## src/rtl/mul_div_sequencer.sv

```systemverilog
// Multi-cycle MIPS multiply/divide unit with architectural HI/LO registers.
// One shared 33-bit add/subtract path, iterated one bit per cycle (shift-add / restoring divide).
//
//   state  | meaning
//   -------+-----------------------------------------------------------
//   S_IDLE | waiting; MTHI/MTLO write here, mult/div operands latched
//   S_PREP | take operand magnitudes, record result signs, clear work
//   S_ITER | 32 iterations, counter 31 -> 0
//   S_FIX  | apply signs, write HI/LO, pulse done
module mul_div_sequencer (
   input  logic        clk,
   input  logic        reset_n,
   input  logic        start,
   input  logic [2:0]  op,
   input  logic [31:0] a,
   input  logic [31:0] b,
   input  logic        cancel,
   output logic        busy,
   output logic        done,
   output logic [31:0] hi,
   output logic [31:0] lo
);

   typedef enum logic [1:0] {S_IDLE, S_PREP, S_ITER, S_FIX} state_t;

   localparam logic [2:0] OP_MULT  = 3'd1;
   localparam logic [2:0] OP_MULTU = 3'd2;
   localparam logic [2:0] OP_DIV   = 3'd3;
   localparam logic [2:0] OP_DIVU  = 3'd4;
   localparam logic [2:0] OP_MTHI  = 3'd5;
   localparam logic [2:0] OP_MTLO  = 3'd6;

   state_t      state_q, state_d;
   logic [4:0]  cnt_q, cnt_d;
   logic [63:0] work_q, work_d;
   logic [31:0] opa_q, opa_d;
   logic [31:0] opb_q, opb_d;
   logic [2:0]  op_q, op_d;
   logic        neg_q, neg_d;
   logic        rneg_q, rneg_d;
   logic        dz_q, dz_d;
   logic        busy_q, busy_d;
   logic        done_q, done_d;
   logic [31:0] hi_q, hi_d;
   logic [31:0] lo_q, lo_d;

   logic        is_mul, is_sgn, md_req, a_neg, b_neg;
   logic [32:0] add_lhs, add_rhs;
   logic [33:0] add_sum;
   logic [63:0] prod;
   logic [31:0] quo, rem;

   assign is_mul = (op_q == OP_MULT) || (op_q == OP_MULTU);
   assign is_sgn = (op_q == OP_MULT) || (op_q == OP_DIV);
   assign md_req = start && !cancel && (op >= OP_MULT) && (op <= OP_DIVU);
   assign a_neg  = is_sgn && opa_q[31];
   assign b_neg  = is_sgn && opb_q[31];

   // Shared path: accumulate multiplicand, or trial-subtract divisor (bit 33 = no borrow).
   assign add_lhs = is_mul ? {1'b0, work_q[63:32]} : {work_q[63:32], opa_q[31]};
   assign add_rhs = is_mul ? (opb_q[0] ? {1'b0, opa_q} : 33'd0) : ~{1'b0, opb_q};
   assign add_sum = {1'b0, add_lhs} + {1'b0, add_rhs} + {33'd0, ~is_mul};

   assign prod = neg_q ? -work_q : work_q;
   assign quo  = dz_q ? 32'hFFFF_FFFF : (neg_q ? -work_q[31:0] : work_q[31:0]);
   assign rem  = rneg_q ? -work_q[63:32] : work_q[63:32];

   always_comb begin
      state_d = state_q;
      cnt_d   = cnt_q;
      work_d  = work_q;
      opa_d   = opa_q;
      opb_d   = opb_q;
      op_d    = op_q;
      neg_d   = neg_q;
      rneg_d  = rneg_q;
      dz_d    = dz_q;
      hi_d    = hi_q;
      lo_d    = lo_q;
      done_d  = 1'b0;

      case (state_q)
         S_IDLE: begin
            if (start && !cancel && op == OP_MTHI) hi_d = a;
            if (start && !cancel && op == OP_MTLO) lo_d = a;
         end
         S_PREP: begin
            opa_d   = a_neg ? -opa_q : opa_q;
            opb_d   = b_neg ? -opb_q : opb_q;
            neg_d   = a_neg ^ b_neg;
            rneg_d  = a_neg;
            dz_d    = (opb_q == 32'd0);
            work_d  = 64'd0;
            cnt_d   = 5'd31;
            state_d = S_ITER;
         end
         S_ITER: begin
            if (is_mul) begin
               work_d = {add_sum[32:0], work_q[31:1]};
               opb_d  = opb_q >> 1;
            end else begin
               work_d = {(add_sum[33] ? add_sum[31:0] : add_lhs[31:0]), work_q[30:0], add_sum[33]};
               opa_d  = opa_q << 1;
            end
            if (cnt_q == 5'd0) state_d = S_FIX;
            else               cnt_d   = cnt_q - 5'd1;
         end
         S_FIX: begin
            hi_d    = is_mul ? prod[63:32] : rem;
            lo_d    = is_mul ? prod[31:0]  : quo;
            done_d  = 1'b1;
            state_d = S_IDLE;
         end
         default: state_d = S_IDLE;
      endcase

      // FIX accepts the next mult/div so back-to-back issue has no bubble.
      if ((state_q == S_IDLE || state_q == S_FIX) && md_req) begin
         opa_d   = a;
         opb_d   = b;
         op_d    = op;
         state_d = S_PREP;
      end

      if (cancel && state_q != S_IDLE) begin
         state_d = S_IDLE;
         hi_d    = hi_q;
         lo_d    = lo_q;
         done_d  = 1'b0;
      end

      busy_d = (state_d != S_IDLE);
   end

   always_ff @(posedge clk or negedge reset_n) begin
      if (!reset_n) begin
         state_q <= S_IDLE;
         cnt_q   <= 5'd0;
         work_q  <= 64'd0;
         opa_q   <= 32'd0;
         opb_q   <= 32'd0;
         op_q    <= 3'd0;
         neg_q   <= 1'b0;
         rneg_q  <= 1'b0;
         dz_q    <= 1'b0;
         busy_q  <= 1'b0;
         done_q  <= 1'b0;
         hi_q    <= 32'd0;
         lo_q    <= 32'd0;
      end else begin
         state_q <= state_d;
         cnt_q   <= cnt_d;
         work_q  <= work_d;
         opa_q   <= opa_d;
         opb_q   <= opb_d;
         op_q    <= op_d;
         neg_q   <= neg_d;
         rneg_q  <= rneg_d;
         dz_q    <= dz_d;
         busy_q  <= busy_d;
         done_q  <= done_d;
         hi_q    <= hi_d;
         lo_q    <= lo_d;
      end
   end

   assign busy = busy_q;
   assign done = done_q;
   assign hi   = hi_q;
   assign lo   = lo_q;

endmodule

```

## config.mk

```make
export PLATFORM = sky130hd
export DESIGN_NAME = mul_div_sequencer
export DESIGN_NICKNAME = d
export VERILOG_FILES = /design/src/rtl/mul_div_sequencer.sv
export SDC_FILE = /design/constraint.sdc
export NUM_CORES = 1
export LEC_CHECK = 0
export CAP_MARGIN = 20
export CORE_MARGIN = 10
export CORE_UTILIZATION = 54
export CTS_CLUSTER_DIAMETER = 50
export DETAILED_ROUTE_END_ITERATION = 8
export MAX_ROUTING_LAYER = met4
export PLACE_DENSITY = 0.78
export SLEW_MARGIN = 30
export SYNTH_ARGS = -nofsm -noshare
export SYNTH_HDL_FRONTEND = slang
export SYNTH_SLANG_ARGS = --single-unit
```

## constraint.sdc

```tcl
create_clock -name clk -period 4.7 [get_ports clk]
set_input_delay 1.175 -clock clk [delete_from_list [all_inputs] [get_ports clk]]
set_output_delay 1.175 -clock clk [all_outputs]
set_load 0.02 [all_outputs]
```

After elaboration in Yosys (flattened, before gate mapping)
Cells that the tools add are included.
W data, S select, Z words.
- bits of input ports: 71
- output and inout port bits: 66
- word-level logic and storage cells: 100
- flip-flop bits (word level): 207
- reductions and logical operators: 26
- add/sub/neg operators: 8
- magnitude comparators: 2
- bitwise logic cells: 4
- multiplexer cells: 32
- eq/ne operators: 15
- operators with widths (cell ; count):
    $mux W32 ; 15
    $pmux W32 S2 ; 4
    $mux W64 ; 2
    $neg A32 Y32 ; 4
    $pmux W64 S2 ; 1
    $mux W33 ; 2
    $neg A64 Y64 ; 1
    $add A33 B33 Y34 ; 1
    $add A34 B1 Y34 ; 1
    $not A32 Y33 ; 1
    $logic_not A32 Y1 ; 1
    $ne A3 B3 Y1 const B ; 4
    $reduce_and A3 Y1 ; 4
    $pmux W5 S2 ; 1
    $logic_and A1 B1 Y1 ; 9
    $reduce_bool A2 Y1 ; 4
    $eq A3 B2 Y1 const B ; 2
    $eq A3 B3 Y1 const B ; 2
    $mux W2 ; 3
    $ne A2 B2 Y1 const B ; 3
    $pmux W2 S3 ; 1
    $logic_not A5 Y1 ; 1
    $mux W5 ; 1
    $sub A5 B1 Y5 const B ; 1
    13 further kinds ; 18

Depth between registers and ports, before layout
Gate-level depths: netlist of the first run.
- depth in word-level cells: 8
- mapped depth: 21
- gate-level depth less buffers: 16

Least setup slack after synthesis of the first run
No wires, ideal clock.
- path kind: register -> register
- start point: register op_q[0]
- end point: register work_q[48]
- period minus slack after synthesis: 4.518 ns
- arrival time: 4.392 ns
- setup slack: 0.182 ns
- buffers on the path: 6
- data required time: 4.574 ns
- cell stages (with the launch flop): 19
- library setup time: 0.126 ns
- cell sequence: dfrtp_1 > clkbuf_1 > xnor2_1 > nor2_1 > clkbuf_1 > clkbuf_1 > clkbuf_1 > buf_1 > nand2_1 > nand2_1 > ha_1 > a21o_1 > a31o_2 > o2111ai_1 > nand4_1 > a21oi_1 > clkbuf_1 > o21ai_0 > a221o_1
- longest elaborated chain between the ends: 8
- elaborated cells between the ends (all ways): 11
- those cells by class: add/sub: 2; eq/ne: 2; mux: 5; bitwise: 1; reduce/logical: 1
- ends and longest elaborated chain (element ; line ; text):
    from (decl) ; 38 ; logic [2:0] op_q, op_d;
    from (signal assigned) ; 156 ; op_q <= op_d;
    $eq A3 B1 Y1 or $eq A3 B2 Y1 (tied branches) ; 53 ; assign is_mul = (op_q == OP_MULT) || (op_q == OP_MULTU);
    $logic_or A1 B1 Y1 (*) ; 53 ;
    $mux W33, on equally long branches ; 60, 61 ;
    $add A33 B33 Y34 ; 62 ; assign add_sum = {1'b0, add_lhs} + {1'b0, add_rhs} + {33'd0, ~is_mul};
    $add A34 B1 Y34 ; 62 ;
    $mux W32 ; 102 ; work_d = {(add_sum[33] ? add_sum[31:0] : add_lhs[31:0]), work_q[30:0], add_sum[33]};
    $mux W64 (*) ; 98 ; if (is_mul) begin
    $pmux W64 S2 (*) ; 82 ; case (state_q)
    to (signal assigned) ; 153 ; work_q <= work_d;
    to (decl) ; 35 ; logic [63:0] work_q, work_d;
Every way passes the cells marked *; elsewhere a longest branch is shown, timed or not.
A chain may end at the register's enable or synchronous reset.

Worst setup path after layout of the first run
- start point: register op_q[0]
- end point: register work_q[44]
Same word-level chain as after synthesis.

==> results_dict.tcl, run 1 <==
set metrics [dict create \
    syn_to_final_growth_pct 16.8 \
    die_w_um 191 \
    cts_root_buf "clkbuf_16" \
    portBuffers 136 \
    ys_ff_latch 207 \
    holdPathStages 1 \
    critical_path_class "reg2reg" \
    worstPathMaxFanout 77 \
    cap_violations 0 \
    pre_cts_ws_ns 0.471 \
    gp_congestion 1.00 \
    synth_ff_type "dfrtp_1" \
    hp-class "reg2reg" \
    placementRows 62 \
    post_cts_resized 0 \
    fin_crit_sh_pct 93.5 \
    power.density_mw_per_mm2 902 \
    wire_per_inst_um 24.5 \
    ir_worst_vdd_uv 568 \
    final_area_mm2 0.0184 \
    syn_area_mm2 0.0158 \
    synth_edf_count 0 \
    synth_cells 2088 \
    yosys_warnings 0 \
    via_per_inst 6.66 \
    initial_core_util_pct 54.8 \
    nets 2238 \
    cts-hold-fix-buffers 0 \
    antenna_found_initial 1 \
    dieArea_mm2 0.0365 \
    dr.pass1.iters 6 \
    fin_crit_ns 4.40 \
    rsz0062_at_grt "false" \
    post-cts-setup-buffer-count 0 \
    final-hold-violation-count 0 \
    async_flop_share_pct 100 \
    r2r_cells 14 \
    drive_above_1_share_pct 6.85 \
    grt_overflow 0 \
    die_h_um 191 \
    r2r_slack_ns 0.30 \
    hp-start "hi[10]" \
    drv_slew 0 \
    dr.first_iter.drc_count 2081 \
    ant_nets 0 \
    fin_ws_ns 0.304 \
    rr_startpoint "op_q[0]" \
    crit_required_ns 5.12 \
    grt_max_degree 109 \
    clockBufferDepth 3 \
    tritoncts "done" \
    leakagePower_nw 7.47 \
    ys_seq_area_share_pct 32.8 \
    clock_latency_ns 0.57 \
    cts.sinks 207 \
    vias 16900 \
    slew_headroom_pct 35.1 \
    arrival_ns 4.82 \
    synth.avg_cell_area_um2 7.56 \
    cp-end-kind "flop" \
    timing.rr.end "work_q[44]" \
    finalSetupTns_ns 0 \
    drc_errors 0 \
    ios 137 \
    cts_buffers 30 \
    place_hpwl_um 46000 \
    wirelength_um 62000 \
    grt_first_pass_wirelength_um 94000 \
    worst_clock_skew_ns 0.0185 \
    post_dp_cell_area_mm2 0.0174 \
    status "complete, no violations" \
    cp-start-kind "flop" \
    setup_violations 0 \
    max_slew.worst_pin.slew_ns 0.971 \
    yosysUniqueCellTypes 80 \
    max_freq_ghz 0.227 \
    grt_pass1_vias 15400 \
    hold_path_end "hi[10]" \
    synthesis.nets 2203 \
    clk_pin_slew_ns 0.06 \
    core_mm2 0.0288 \
    grt_use_total_pct 33.8 \
    crit_path_start "op_q[0]" \
    cts-htree-levels 1 \
]
==> state kept, by name (all words and copies together), names as in the netlist <==
register  count
opb_q        32
op_q          3
state_q       2
neg_q         1
busy          1
cnt_q         5
opa_q        32
hi           32
dz_q          1
rneg_q        1
lo           32
done          1
work_q       64
==> worst max-delay path: stages, from the launching register on <==
cell and delay, ns:
dfrtp_1 0.47, xnor2_1 0.40, nor2_4 0.08, buf_12 0.23
o21ai_0 0.38, ha_1 0.42, a21oi_1 0.49, o21ai_0 0.17
a21oi_1 0.20, nand4_1 0.20, a21oi_2 0.47, buf_4 0.29
nor2_1 0.07, a211oi_1 0.24, o32ai_1 0.12
==> per-stage QoR <==
stage               power, mW  cells  hold WS [ns]  util, %
CTS                      16.3   2531         0.478     64.1
global placement         13.7   2475         0.461     60.3
floorplan                10.2   2088         0.450        -
detailed placement       13.9   2475         0.465     60.3
global route             17.6   2532         0.487     64.1
finish                   16.6   2532         0.479     64.1
==> placed cells by master (no fill, tap or decap), types with 16 or more instances in the layout <==
master / synthesis / final
nand4_1: 21 / 21
clkdlybuf4s50_1: 0 / 135
o21ai_0: 162 / 162
xor2_1: 26 / 26
nor3_1: 57 / 57
a211oi_1: 17 / 17
xnor2_1: 68 / 68
a21o_1: 25 / 25
nand2_1: 276 / 276
ha_1: 42 / 40
a21oi_1: 216 / 215
dfrtp_1: 207 / 207
inv_1: 69 / 68
nor2_1: 196 / 192
clkbuf_16: 0 / 30
o31ai_1: 23 / 23
or3_1: 26 / 26
nor4_1: 29 / 29
o22ai_1: 95 / 95
o221ai_1: 16 / 16
mux2i_1: 23 / 23
buf_4: 1 / 38
nand3_1: 44 / 43
a31oi_1: 33 / 33
==> worst max path at each step <==
| stage | slack (ns) | to | depth (start not counted) |
|---|---|---|---|
| 2_1_floorplan | 0.18 | work_q[48] | 18 |
| 3_3_place_gp | 0.53 | work_q[59] | 14 |
| 3_5_place_dp | 0.47 | work_q[44] | 16 |
| 4_1_cts | 0.44 | work_q[44] | 16 |
| 5_1_grt | 0.08 | work_q[59] | 18 |
| 6_report | 0.30 | work_q[44] | 14 |
==> routing by layer <==
metal	vias up	global-route usage [%]	routed length [um]
met2	896	51.7	28400
met5	-	-	0
met4	0	11.4	2310
met1	8160	44.2	25200
met3	156	6.36	6050
li1	7640	-	-
==> logic make-up (layout without fill, tap and decap cells) <==
kind of cell	count (synthesis)	after routing	share of synthesized area [%]
other cells	0	1	0
compound gates	713	713	27.8
xor+xnor	94	94	5.22
buf+inv	245	304	5.97
mux	29	29	1.89
fa+ha+maj	44	44	3.58
simple gates	756	756	22.7
flops	207	207	32.8
==> cell usage after synthesis (all sizes together), types with 14 or more instances <==
cell	number	area share (%)
xnor2	68	3.8
nor2	196	4.7
a21oi	216	6.8
a21o	25	1.2
inv	70	1.7
nor4	32	1.5
nand3	44	1.4
or3	28	1.2
nand2b	14	0.55
o221ai	16	0.89
buf	32	0.90
o22ai	95	3.8
a211oi	17	0.81
mux2i	23	1.5
a31oi	33	1.3
nor3	57	1.8
xor2	26	1.4
ha	42	3.3
o21ai	166	5.3
clkbuf	142	3.4
nand2	276	6.6
dfrtp	207	33
nand4	21	0.83
o31ai	24	1.2
or4	15	0.78
==> layout make-up <==
type	count	area (um2)
inverters	71	269
clock inverters	18	239
fillers	2584	10300
multi-input cells	1636	9720
diodes	1	2.50
well taps	384	480
clock buffers	38	841
flip-flops and latches	207	5180
repair buffers	177	1710
==> where the power goes <==
part	internal [mW]	total, mW	switching (mW)	leakage [nW]
Sequential	2.47	3.69	1.22	2.59
Combinational	3.72	10.5	6.80	4.37
Clock	1.50	2.43	0.931	0.514
Note: power is estimated with default switching activity, not from simulation.
==> inputs of run 2 (changes only) <==
--- a/config.mk
+++ b/config.mk
@@ -6,7 +6,6 @@
 export NUM_CORES = 1
 export LEC_CHECK = 0
 export CAP_MARGIN = 20
-export CORE_MARGIN = 10
 export CORE_UTILIZATION = 54
 export CTS_CLUSTER_DIAMETER = 50
 export DETAILED_ROUTE_END_ITERATION = 8
==> results_dict.tcl, run 2 (synthesis results as in run 1) <==
set metrics [dict create \
    status "complete, no violations" \
    cap_violations 0 \
    portBuffers 136 \
    r2r_cells 17 \
    worst-path-stages 17 \
    pre_cts_ws_ns 0.238 \
    final-hold-violation-count 0 \
    ant_nets 0 \
    arrival_ns 4.74 \
    clockBufferDepth 3 \
    max_freq_ghz 0.228 \
    wirelength_um 59300 \
    cts-hold-fix-buffers 0 \
    grt_use_total_pct 40.2 \
    critical_path_class "reg2reg" \
    worstPathMaxFanout 37 \
    core_mm2 0.0287 \
    placementRows 62 \
    cts-htree-levels 2 \
    critPathMostFrequentCell "o21ai_0" \
    nets 2247 \
    place_hpwl_um 43600 \
    initial_core_util_pct 55.0 \
    clock_latency_ns 0.53 \
    cp_num_buf_inv 3 \
    power.density_mw_per_mm2 911 \
    crit_required_ns 5.05 \
    cp_cell_sequence "xnor2_1 > nor2_4 > inv_6 > nand2_1 > o21ai_0 > fa_1 > inv_1 > fa_1 > nor2b_1 > o2111ai_1 > a2111oi_0 > buf_4 > nor2_1 > a211oi_2 > o21ai_0 > a32oi_1 > o21ai_0" \
    leakagePower_nw 7.59 \
    dr.pass1.iters 6 \
    fin_crit_sh_pct 93.5 \
    cp-end-kind "flop" \
    cts_root_buf "clkbuf_16" \
    final_common_cell "nand2_1" \
    cts.sinks 207 \
    antenna_found_initial 2 \
    via_per_inst 6.73 \
    cp_slowest_cell "a2111oi_0" \
    hp-class "reg2reg" \
    largest_register "work_q" \
    dieArea_mm2 0.0299 \
    drive_above_1_share_pct 7.15 \
    grt_first_pass_wirelength_um 91500 \
    grt_pass1_vias 15600 \
    die_w_um 173 \
    vias 17100 \
    whs_ns 0.476 \
    slew_headroom_pct 39.6 \
    grt_overflow 0 \
    syn_to_final_growth_pct 18.4 \
    drc_errors 0 \
    cts_buffers 34 \
    fin_ws_ns 0.306 \
    fin_crit_ns 4.39 \
    dr.first_iter.drc_count 2301 \
    gp_congestion 0.996 \
    post-cts-setup-buffer-count 0 \
    grt_max_degree 87 \
    die_h_um 173 \
    largest_reg_flops 64 \
    stdcell_count 2540 \
    max_slew.worst_pin.slew_ns 0.904 \
    rsz0062_at_grt "false" \
    setup_violations 0 \
    tritoncts "done" \
    holdPathStages 2 \
    ios 137 \
    clk_pin_slew_ns 0.05 \
    place_inst 2480 \
    worst_clock_skew_ns 0.0301 \
    crit_family "compound AO/OA/AOI/OAI gates" \
    slowest_delay_ns 0.54 \
    finalSetupTns_ns 0 \
    wire_per_inst_um 23.3 \
    final_cell_mix "nand2_1, a21oi_1, dfrtp_1, nor2_1, o21ai_0" \
    ir_worst_vdd_uv 529 \
    drv_slew 0 \
    cp-start-kind "flop" \
]
-- run 2: changes by cell type in the layout (fill, tap and decap cells not counted), moves of 2 or more --
cell / delta
buf_4: +2
buf_12: +3
clkbuf_16: +5
nor2_1: +2
clkinv_4: -3
inv_6: +3
clkbuf_8: -5
bufinv_16: +4
nor2_2: -2
-- run 2: what timing repair did --
item / CTS / global route
setup endpoints to repair: 0 / 3
resized for setup: 0 / 2
hold endpoints to repair: 0 / 0
-- run 2: final cells by class --
cell class	count	area (um2)
clock buffer	38	897
multi-input combinational	1636	9720
clock inverter	20	340
inverter	71	272
tap	384	480
sequential	207	5180
fill	2482	10000
timing repair buffer	182	1790
antenna	2	5.00
-- run 2: worst paths after layout --
path / from / endpoint / slack [ns]
setup / recovery: op_q[1] / work_q[59] / 0.31
hold / removal: lo[7] / lo[7] / 0.48
setup reg to reg: op_q[1] / work_q[59] / 0.31
hold reg to reg: lo[7] / lo[7] / 0.48
max in group asynchronous: reset_n / work_q[29] / 2.97
min in group asynchronous: reset_n / work_q[4] / 0.72
-- run 2: per-layer routing --
metal / share of wire [%] / vias to the layer above / track usage [%]
met1: 40 / 8160 / 53.8
li1: - / 7658 / -
met2: 44 / 1066 / 59.4
met4: 4.5 / 0 / 15.6
met3: 11 / 207 / 8.49
met5: 0 / - / -
-- run 2: power by group --
| part | switching, mW | leakage (nW) | internal, mW |
|---|---|---|---|
| registers | 1.21 | 2.59 | 2.48 |
| logic | 6.73 | 4.41 | 3.80 |
| clock network | 0.967 | 0.594 | 1.82 |
| total | 8.91 | 7.59 | 8.10 |
-- run 2: metrics by stage --
stage,utilization (%),area (um2),power [mW]
2_1_floorplan,-,15800,10.2
4_1_cts,65.0,18700,16.7
3_3_place_gp,60.7,17400,13.7
6_report,65.1,18700,17.0
3_5_place_dp,60.7,17400,13.8
5_1_grt,65.1,18700,17.9
-- run 2: worst register-to-register path, cell delays in order (launching register included) --
cell	delay, ns
dfrtp_1	0.44
xnor2_1	0.39
nor2_4	0.10
inv_6	0.25
nand2_1	0.08
o21ai_0	0.17
fa_1	0.28
inv_1	0.06
fa_1	0.42
nor2b_1	0.19
o2111ai_1	0.22
a2111oi_0	0.54
buf_4	0.20
nor2_1	0.09
a211oi_2	0.32
o21ai_0	0.18
a32oi_1	0.20
o21ai_0	0.09
